$ cat src/rtl/uc_ctrl_if.sv
// Bus between the microc datapath and its control unit.
// The controller takes the slave side; the datapath or a bench takes master.
interface uc_ctrl_if #(
  parameter int CNT_W = 16
);
  logic [5:0]       Opcode;
  logic             zero;
  logic             resume;
  logic             s_inc;
  logic             s_inm;
  logic             we;
  logic             wez;
  logic [2:0]       ALUOp;
  logic             halted;
  logic             illegal;
  logic [CNT_W-1:0] instr_cnt;
  logic [CNT_W-1:0] br_cnt;

  modport master (
    output Opcode, zero, resume,
    input  s_inc, s_inm, we, wez, ALUOp,
    input  halted, illegal, instr_cnt, br_cnt
  );

  modport slave (
    input  Opcode, zero, resume,
    output s_inc, s_inm, we, wez, ALUOp,
    output halted, illegal, instr_cnt, br_cnt
  );
endinterface

$ cat src/rtl/uc_ctrl.sv
// microc control unit: opcode decode, RUN/HALT FSM, sticky illegal flag.
// Define PERF_CNT_EN to build the saturating instr/branch counters.
module uc_ctrl #(
  parameter int CNT_W = 16
) (
  input logic     clk,
  input logic     reset,
  uc_ctrl_if.slave bus
);

  typedef enum logic {RUN, HALT} state_t;

  state_t     r_state;
  state_t     w_next;
  logic       r_illegal;
  logic       w_alu;
  logic       w_li;
  logic       w_j;
  logic       w_jz;
  logic       w_jnz;
  logic       w_halt;
  logic       w_legal;
  logic       w_taken;
  logic       w_s_inc;
  logic       w_s_inm;
  logic       w_we;
  logic       w_wez;
  logic [2:0] w_aluop;

  assign w_alu  = (bus.Opcode[5:4] == 2'b00);
  assign w_li   = (bus.Opcode == 6'b010000);
  assign w_j    = (bus.Opcode == 6'b010001);
  assign w_jz   = (bus.Opcode == 6'b010010);
  assign w_jnz  = (bus.Opcode == 6'b010011);
  assign w_halt = (bus.Opcode == 6'b111111);

  assign w_legal = w_alu | w_li | w_j | w_jz | w_jnz | w_halt;
  assign w_taken = w_j | (w_jz & bus.zero) | (w_jnz & ~bus.zero);

  always_comb begin
    w_s_inc = 1'b1;
    w_s_inm = 1'b0;
    w_we    = 1'b0;
    w_wez   = 1'b0;
    w_aluop = 3'b000;
    if (reset) begin
      w_s_inc = 1'b1;
    end else if (r_state == HALT) begin
      // resume steps the PC off the self-looping HALT
      w_s_inc = bus.resume;
    end else begin
      unique case (1'b1)
        w_alu: begin
          w_s_inm = bus.Opcode[0];
          w_we    = 1'b1;
          w_wez   = 1'b1;
          w_aluop = bus.Opcode[3:1];
        end
        w_li: begin
          w_s_inm = 1'b1;
          w_we    = 1'b1;
        end
        w_j:    w_s_inc = 1'b0;
        w_jz:   w_s_inc = ~bus.zero;
        w_jnz:  w_s_inc = bus.zero;
        w_halt: w_s_inc = 1'b0;
        default: w_s_inc = 1'b1;
      endcase
    end
  end

  always_comb begin
    w_next = r_state;
    unique case (r_state)
      RUN:  if (w_halt)     w_next = HALT;
      HALT: if (bus.resume) w_next = RUN;
      default: w_next = RUN;
    endcase
  end

  always_ff @(posedge clk) begin
    if (reset) r_state <= RUN;
    else       r_state <= w_next;
  end

  always_ff @(posedge clk) begin
    if (reset)
      r_illegal <= 1'b0;
    else if (r_state == RUN && !w_legal)
      r_illegal <= 1'b1;
  end

`ifdef PERF_CNT_EN
  localparam logic [CNT_W-1:0] ONE = {{(CNT_W-1){1'b0}}, 1'b1};

  logic [CNT_W-1:0] r_instr;
  logic [CNT_W-1:0] r_br;

  always_ff @(posedge clk) begin
    if (reset) begin
      r_instr <= '0;
      r_br    <= '0;
    end else if (r_state == RUN) begin
      if (w_legal && !w_halt && r_instr != '1)
        r_instr <= r_instr + ONE;
      if (w_taken && r_br != '1)
        r_br <= r_br + ONE;
    end
  end

  assign bus.instr_cnt = r_instr;
  assign bus.br_cnt    = r_br;
`else
  logic [CNT_W-1:0] w_cnt_zero;
  logic             w_unused;

  assign w_cnt_zero    = '0;
  assign w_unused      = w_taken;
  assign bus.instr_cnt = w_cnt_zero;
  assign bus.br_cnt    = w_cnt_zero;
`endif

  assign bus.s_inc   = w_s_inc;
  assign bus.s_inm   = w_s_inm;
  assign bus.we      = w_we;
  assign bus.wez     = w_wez;
  assign bus.ALUOp   = w_aluop;
  assign bus.halted  = (r_state == HALT);
  assign bus.illegal = r_illegal;

endmodule

$ cat src/flat_wrapper.sv
// flat-port wrapper written by rule: the top's interface ports become plain ports
module uc_ctrl_flat 
#(
  parameter int CNT_W = 16
)
  (clk, reset, bus_Opcode, bus_zero, bus_resume, bus_s_inc, bus_s_inm, bus_we, bus_wez, bus_ALUOp, bus_halted, bus_illegal, bus_instr_cnt, bus_br_cnt);
  uc_ctrl_if #(.CNT_W(CNT_W)) bus_i ();
  input logic clk;
  input logic reset;
  input wire logic [$bits(bus_i.Opcode)-1:0] bus_Opcode;
  input wire logic [$bits(bus_i.zero)-1:0] bus_zero;
  input wire logic [$bits(bus_i.resume)-1:0] bus_resume;
  output wire logic [$bits(bus_i.s_inc)-1:0] bus_s_inc;
  output wire logic [$bits(bus_i.s_inm)-1:0] bus_s_inm;
  output wire logic [$bits(bus_i.we)-1:0] bus_we;
  output wire logic [$bits(bus_i.wez)-1:0] bus_wez;
  output wire logic [$bits(bus_i.ALUOp)-1:0] bus_ALUOp;
  output wire logic [$bits(bus_i.halted)-1:0] bus_halted;
  output wire logic [$bits(bus_i.illegal)-1:0] bus_illegal;
  output wire logic [$bits(bus_i.instr_cnt)-1:0] bus_instr_cnt;
  output wire logic [$bits(bus_i.br_cnt)-1:0] bus_br_cnt;
  assign bus_i.Opcode = bus_Opcode;
  assign bus_i.zero = bus_zero;
  assign bus_i.resume = bus_resume;
  assign bus_s_inc = bus_i.s_inc;
  assign bus_s_inm = bus_i.s_inm;
  assign bus_we = bus_i.we;
  assign bus_wez = bus_i.wez;
  assign bus_ALUOp = bus_i.ALUOp;
  assign bus_halted = bus_i.halted;
  assign bus_illegal = bus_i.illegal;
  assign bus_instr_cnt = bus_i.instr_cnt;
  assign bus_br_cnt = bus_i.br_cnt;
  uc_ctrl #(.CNT_W(CNT_W)) u_core (.clk(clk), .reset(reset), .bus(bus_i));
endmodule
$ cat config.mk
export PLATFORM = sky130hd
export DESIGN_NAME = uc_ctrl_flat
export DESIGN_NICKNAME = d
export VERILOG_FILES = /design/src/rtl/uc_ctrl_if.sv /design/src/rtl/uc_ctrl.sv /design/src/flat_wrapper.sv
export SDC_FILE = /design/constraint.sdc
export NUM_CORES = 1
export LEC_CHECK = 0
export CORE_ASPECT_RATIO = 0.9
export CORE_MARGIN = 4
export CORE_UTILIZATION = 25
export CTS_CLUSTER_SIZE = 16
export DETAILED_ROUTE_END_ITERATION = 8
export PLACE_DENSITY = 0.78
export SYNTH_ARGS = -nofsm -noshare
export SYNTH_HDL_FRONTEND = slang
export SYNTH_SLANG_ARGS = --single-unit
export TNS_END_PERCENT = 5
$ cat constraint.sdc
create_clock -name clk -period 0.8 [get_ports clk]
set_input_delay 0.08 -clock clk [delete_from_list [all_inputs] [get_ports clk]]
set_output_delay 0.08 -clock clk [all_outputs]
set_load 0.005 [all_outputs]
* Word-level counts from Yosys, hierarchy flattened
Cells that the tools add are included.
** Storage, ports and cells
- Input port bits :: 10
- Bits in registers :: 2
- Output and inout bits :: 41
** Cells by class
- Mux-type cells :: 18
- Eq/ne operators :: 5
- Bitwise gates (word level) :: 7
- Reduce and logical (&&, ||, !) cells :: 5
** Operator list (count)
- equality test 6 x 5 -> 1 bit (second input constant) :: 4
- 2-to-1 mux 1 bit :: 12
- 2-to-1 mux 3 bit :: 3
- equality test 6 bit (second input constant) :: 1
- OR 1 bit :: 5
- one-hot mux 1 bit (2 select lines) :: 2
- OR reduction 2 bit :: 2
- one-hot mux 1 bit (3 select lines) :: 1
- logical NOT 2 bit :: 1
- inverter 1 bit :: 2
- logical AND 1 bit :: 1
- logical NOT 1 bit :: 1

* Logic depth before layout (Yosys ltp)
- Word-level depth :: 8
- Mapped depth :: 3
- Gate-level depth less buffers :: 3

* Worst setup path before layout
OpenSTA, ideal clock, no wires.
- Path kind :: reg2out
- Start :: register u_core.r_state (netlist: u_core.bus.halted)
- End :: output port bus_ALUOp[0]
- Arrival :: 919 ps
- Data required time :: 720 ps
- Path slack :: -199 ps
- Stages on the path, launching flop included :: 3
- Path through :: dfxtp_1 nor4_2 and2_1
** Between the ends
- Cells in the longest elaborated chain, start to end :: 2
** RTL lines
- start: declaration :: line uc_ctrl.sv:13 : state_t r_state;
- start signal: assignment :: line uc_ctrl.sv:83 : else r_state <= w_next;
- 2-to-1 mux 3 bit :: line uc_ctrl.sv:48 : end else if (r_state == HALT) begin
- 2-to-1 mux 3 bit :: line uc_ctrl.sv:46 : if (reset) begin
- end: declaration :: line flat_wrapper.sv:17 : output wire logic [$bits(bus_i.ALUOp)-1:0] bus_ALUOp;
Every way passes these cells.

* Worst setup path after layout
- Start :: register u_core.r_state (netlist: u_core.bus.halted)
- End :: output port bus_ALUOp[1]
The elaborated chain is that of the path after synthesis.

==> flow_metrics.py <==
metrics = {
    "yosys": {
        "synthTopCellsByCount": "32 x buf_4, 3 x and2_1, 3 x nor2_1",
        "synth_top_flop_cell": "dfxtp_1",
        "synthMostInstantiatedCell": "buf_4",
        "synth_top_area_share_pct": 51.3,
        "synthArstFlopShare_pct": 0,
        "synth-edff-count": 0,
        "synth_warnings": 0,
        "synth_area_sq_um": 468,
        "yosysUniqueCellTypes": 22,
        "seq_area_frac_synth_pct": 8.56,
        "avgSynthCellArea_sq_um": 7.67,
        "yosys.area.top_type": "buf_4",
        "synth.area.top_cells": "buf_4 51%, dfxtp_1 8.6%, nor4b_4 5.1%, and2_1 4.0%, nor4_2 2.7%",
        "yosys_register_bits": 2,
        "syn_inst": 61,
    },
    "outcome": {
        "violations": "setup timing",
        "status": "finished, violations left",
    },
    "die": {
        "core_area_sq_um": 1720,
        "die_h_um": 49.0,
        "dieWidth_um": 53.6,
        "num_rows": 14,
        "fp.dieArea_sq_um": 2630,
        "initial_core_util_pct": 27.3,
        "io_pins": 51,
    },
    "cells_and_area": {
        "nNetsFinal": 107,
        "syn_to_final_growth_pct": 48.7,
        "n_fill_cell": 182,
        "drive_gt1_share_pct": 42.1,
        "antenna_cells": 0,
        "final_cell_area_sq_um": 696,
    },
    "setup_path": {
        "cp-start-kind": "flop",
        "path_class": "flop to primary output",
        "critPathMaxStageDelay_ns": 0.34,
        "crit_chain": "nor4_4 -> buf_4 -> buf_6 -> and2_4 -> buf_6",
        "critical_path_depth": 5,
        "ff2ff_path_depth": 3,
        "cpMaxStageDelayCell": "dfxtp_4",
        "worstPathRequired_ns": 0.72,
        "path_buf_inv": 3,
        "crit_path_frequent_cell": "buf_6",
        "worstPathMaxFanout": 3,
        "arrival_ns": 1.17,
        "end_kind": "primary output",
        "crit_family": "flip-flops",
    },
    "routing": {
        "wl_per_cell_um": 9.91,
        "drt_iter0_drc": 2,
        "via_per_inst": 3.66,
        "drtAntennaViolNets": 0,
        "drt-pass1-iter-count": 4,
        "wirelength_um": 1180,
        "drc_errors": 0,
        "vias": 435,
    },
    "power": {
        "peakVddDrop_mv": 0.255,
        "p_total_w": 0.000563,
        "p_leak_nw": 0.364,
        "powerDensity_nw_per_um2": 810,
    },
    "sta": {
        "setup_viol": 10,
        "finalClockSkew_ns": 0.00333,
        "rsz0062_at_grt": "true",
        "final-max-slew-violation-count": 0,
        "fmax_mhz": 803,
        "fin_ws_ns": -0.446,
        "layout_min_cycle_time_ns": 1.25,
        "fin_crit_sh_pct": 156,
        "hold_viol": 0,
        "fin_setup_tns_ns": -2.91,
        "timing.hold.ws_ns": 0.273,
    },
    "placed_design": {
        "gp_congestion": 0.748,
        "dpl.hpwl_um": 926,
        "io_buffers": 18,
        "pre_cts_slack_ns": -1.06,
        "place_area_sq_um": 617,
    },
    "clocking": {
        "cts-root-buf": "clkbuf_4",
        "clockBufferDepth": 2,
        "postCtsHoldBufs": 0,
        "htreeDepth": 1,
        "clkTransAtPathRegs_ns": 0.03,
        "clkLatencyLatePin_ns": 0.22,
        "cts.sinks": 2,
        "cts_tree": "built",
        "cts-buffers-inserted": 3,
    },
    "grt": {
        "overflow": 0,
        "grt_max_degree": 8,
        "antenna_found_initial": 0,
        "grt_pass1_vias": 413,
        "track_usage_pct": 9.68,
        "grt_pass1_wl_um": 1900,
    },
    "hold_path": {
        "hold_class": "input port to flop",
        "hold_depth": 4,
    },
    "job": {
        "max_cap_viol_count": 0,
    },
}
## tightest hold or removal path, cell delays in order
cell and delay [ns]:
buf_2 0.11, buf_6 0.12, nand4b_1 0.08, a21oi_1 0.06
## layer usage
metal,GRT usage (%),vias to the layer above,wire (um)
li1,-,213,-
met3,2.75,0,125
met4,4.68,0,0
met5,0,-,0
met2,17.6,29,635
met1,9.65,193,417
## cell type report
type,instances,area [sq um],area share [%]
inverter,2,7.51,1.08
clock buffer,3,22.5,3.24
sequential,2,45.0,6.47
tap,24,30.0,4.32
timing repair buffer,32,255,36.7
multi-input combinational,56,335,48.2
## final timing paths
check / from / to / slack (ns)
setup reg to reg: u_core.bus.halted$_SDFF_PP0_ / u_core.bus.halted$_SDFF_PP0_ / -0.08
setup / recovery: u_core.bus.halted$_SDFF_PP0_ / bus_ALUOp[1] / -0.45
hold / removal: bus_Opcode[4] / u_core.bus.halted$_SDFF_PP0_ / 0.27
hold reg to reg: u_core.bus.illegal$_SDFFE_PP0P_ / u_core.bus.illegal$_SDFFE_PP0P_ / 0.55
## where the power goes
group | leakage [nW] | internal [W] | total, W | switching, W
combinational | 0.333 | 0.000115 | 0.000232 | 0.000117
sequential | 0.0173 | 0.000105 | 0.000108 | 0.00000301
clock | 0.0138 | 0.000166 | 0.000224 | 0.0000580
total | 0.364 | 0.000385 | 0.000563 | 0.000178
## flip-flops by register name, indices dropped and copies added, names as in the netlist
name,count
u_core.bus.halted,1
u_core.bus.illegal,1
## cell usage in the layout, fill, tap and decap left out, drive strengths merged, types with 2 or more instances in the layout
| master | instances |
|---|---|
| buf | 26 |
| dlygate4sd2 | 3 |
| nor3 | 2 |
| clkbuf | 3 |
| nor2 | 3 |
| a21oi | 2 |
| and2 | 3 |
| conb | 32 |
| dfxtp | 2 |
| nor4 | 2 |
| inv | 2 |
| clkdlybuf4s50 | 2 |
## per-stage QoR
step           cells  utilization, %
3_5_place_dp     109            35.9
3_3_place_gp     109            35.9
6_report         119            40.5
4_1_cts          119            40.2
2_1_floorplan     92               -
5_1_grt          119            40.5
## logic make-up after synthesis
family,share of synthesized area (%)
flip-flops,8.56
other,0.801
XOR/XNOR,1.87
AND/OR/NAND/NOR,25.1
AO/OA/AOI/OAI,10.7
buffers and inverters,52.9
## timing repair
action,in CTS,in global routing
gates resized for setup,67,2
endpoints found under the setup margin,11,10
pin swaps,10,3
setup buffers,7,0
Note: power is estimated with default switching activity, not from simulation.
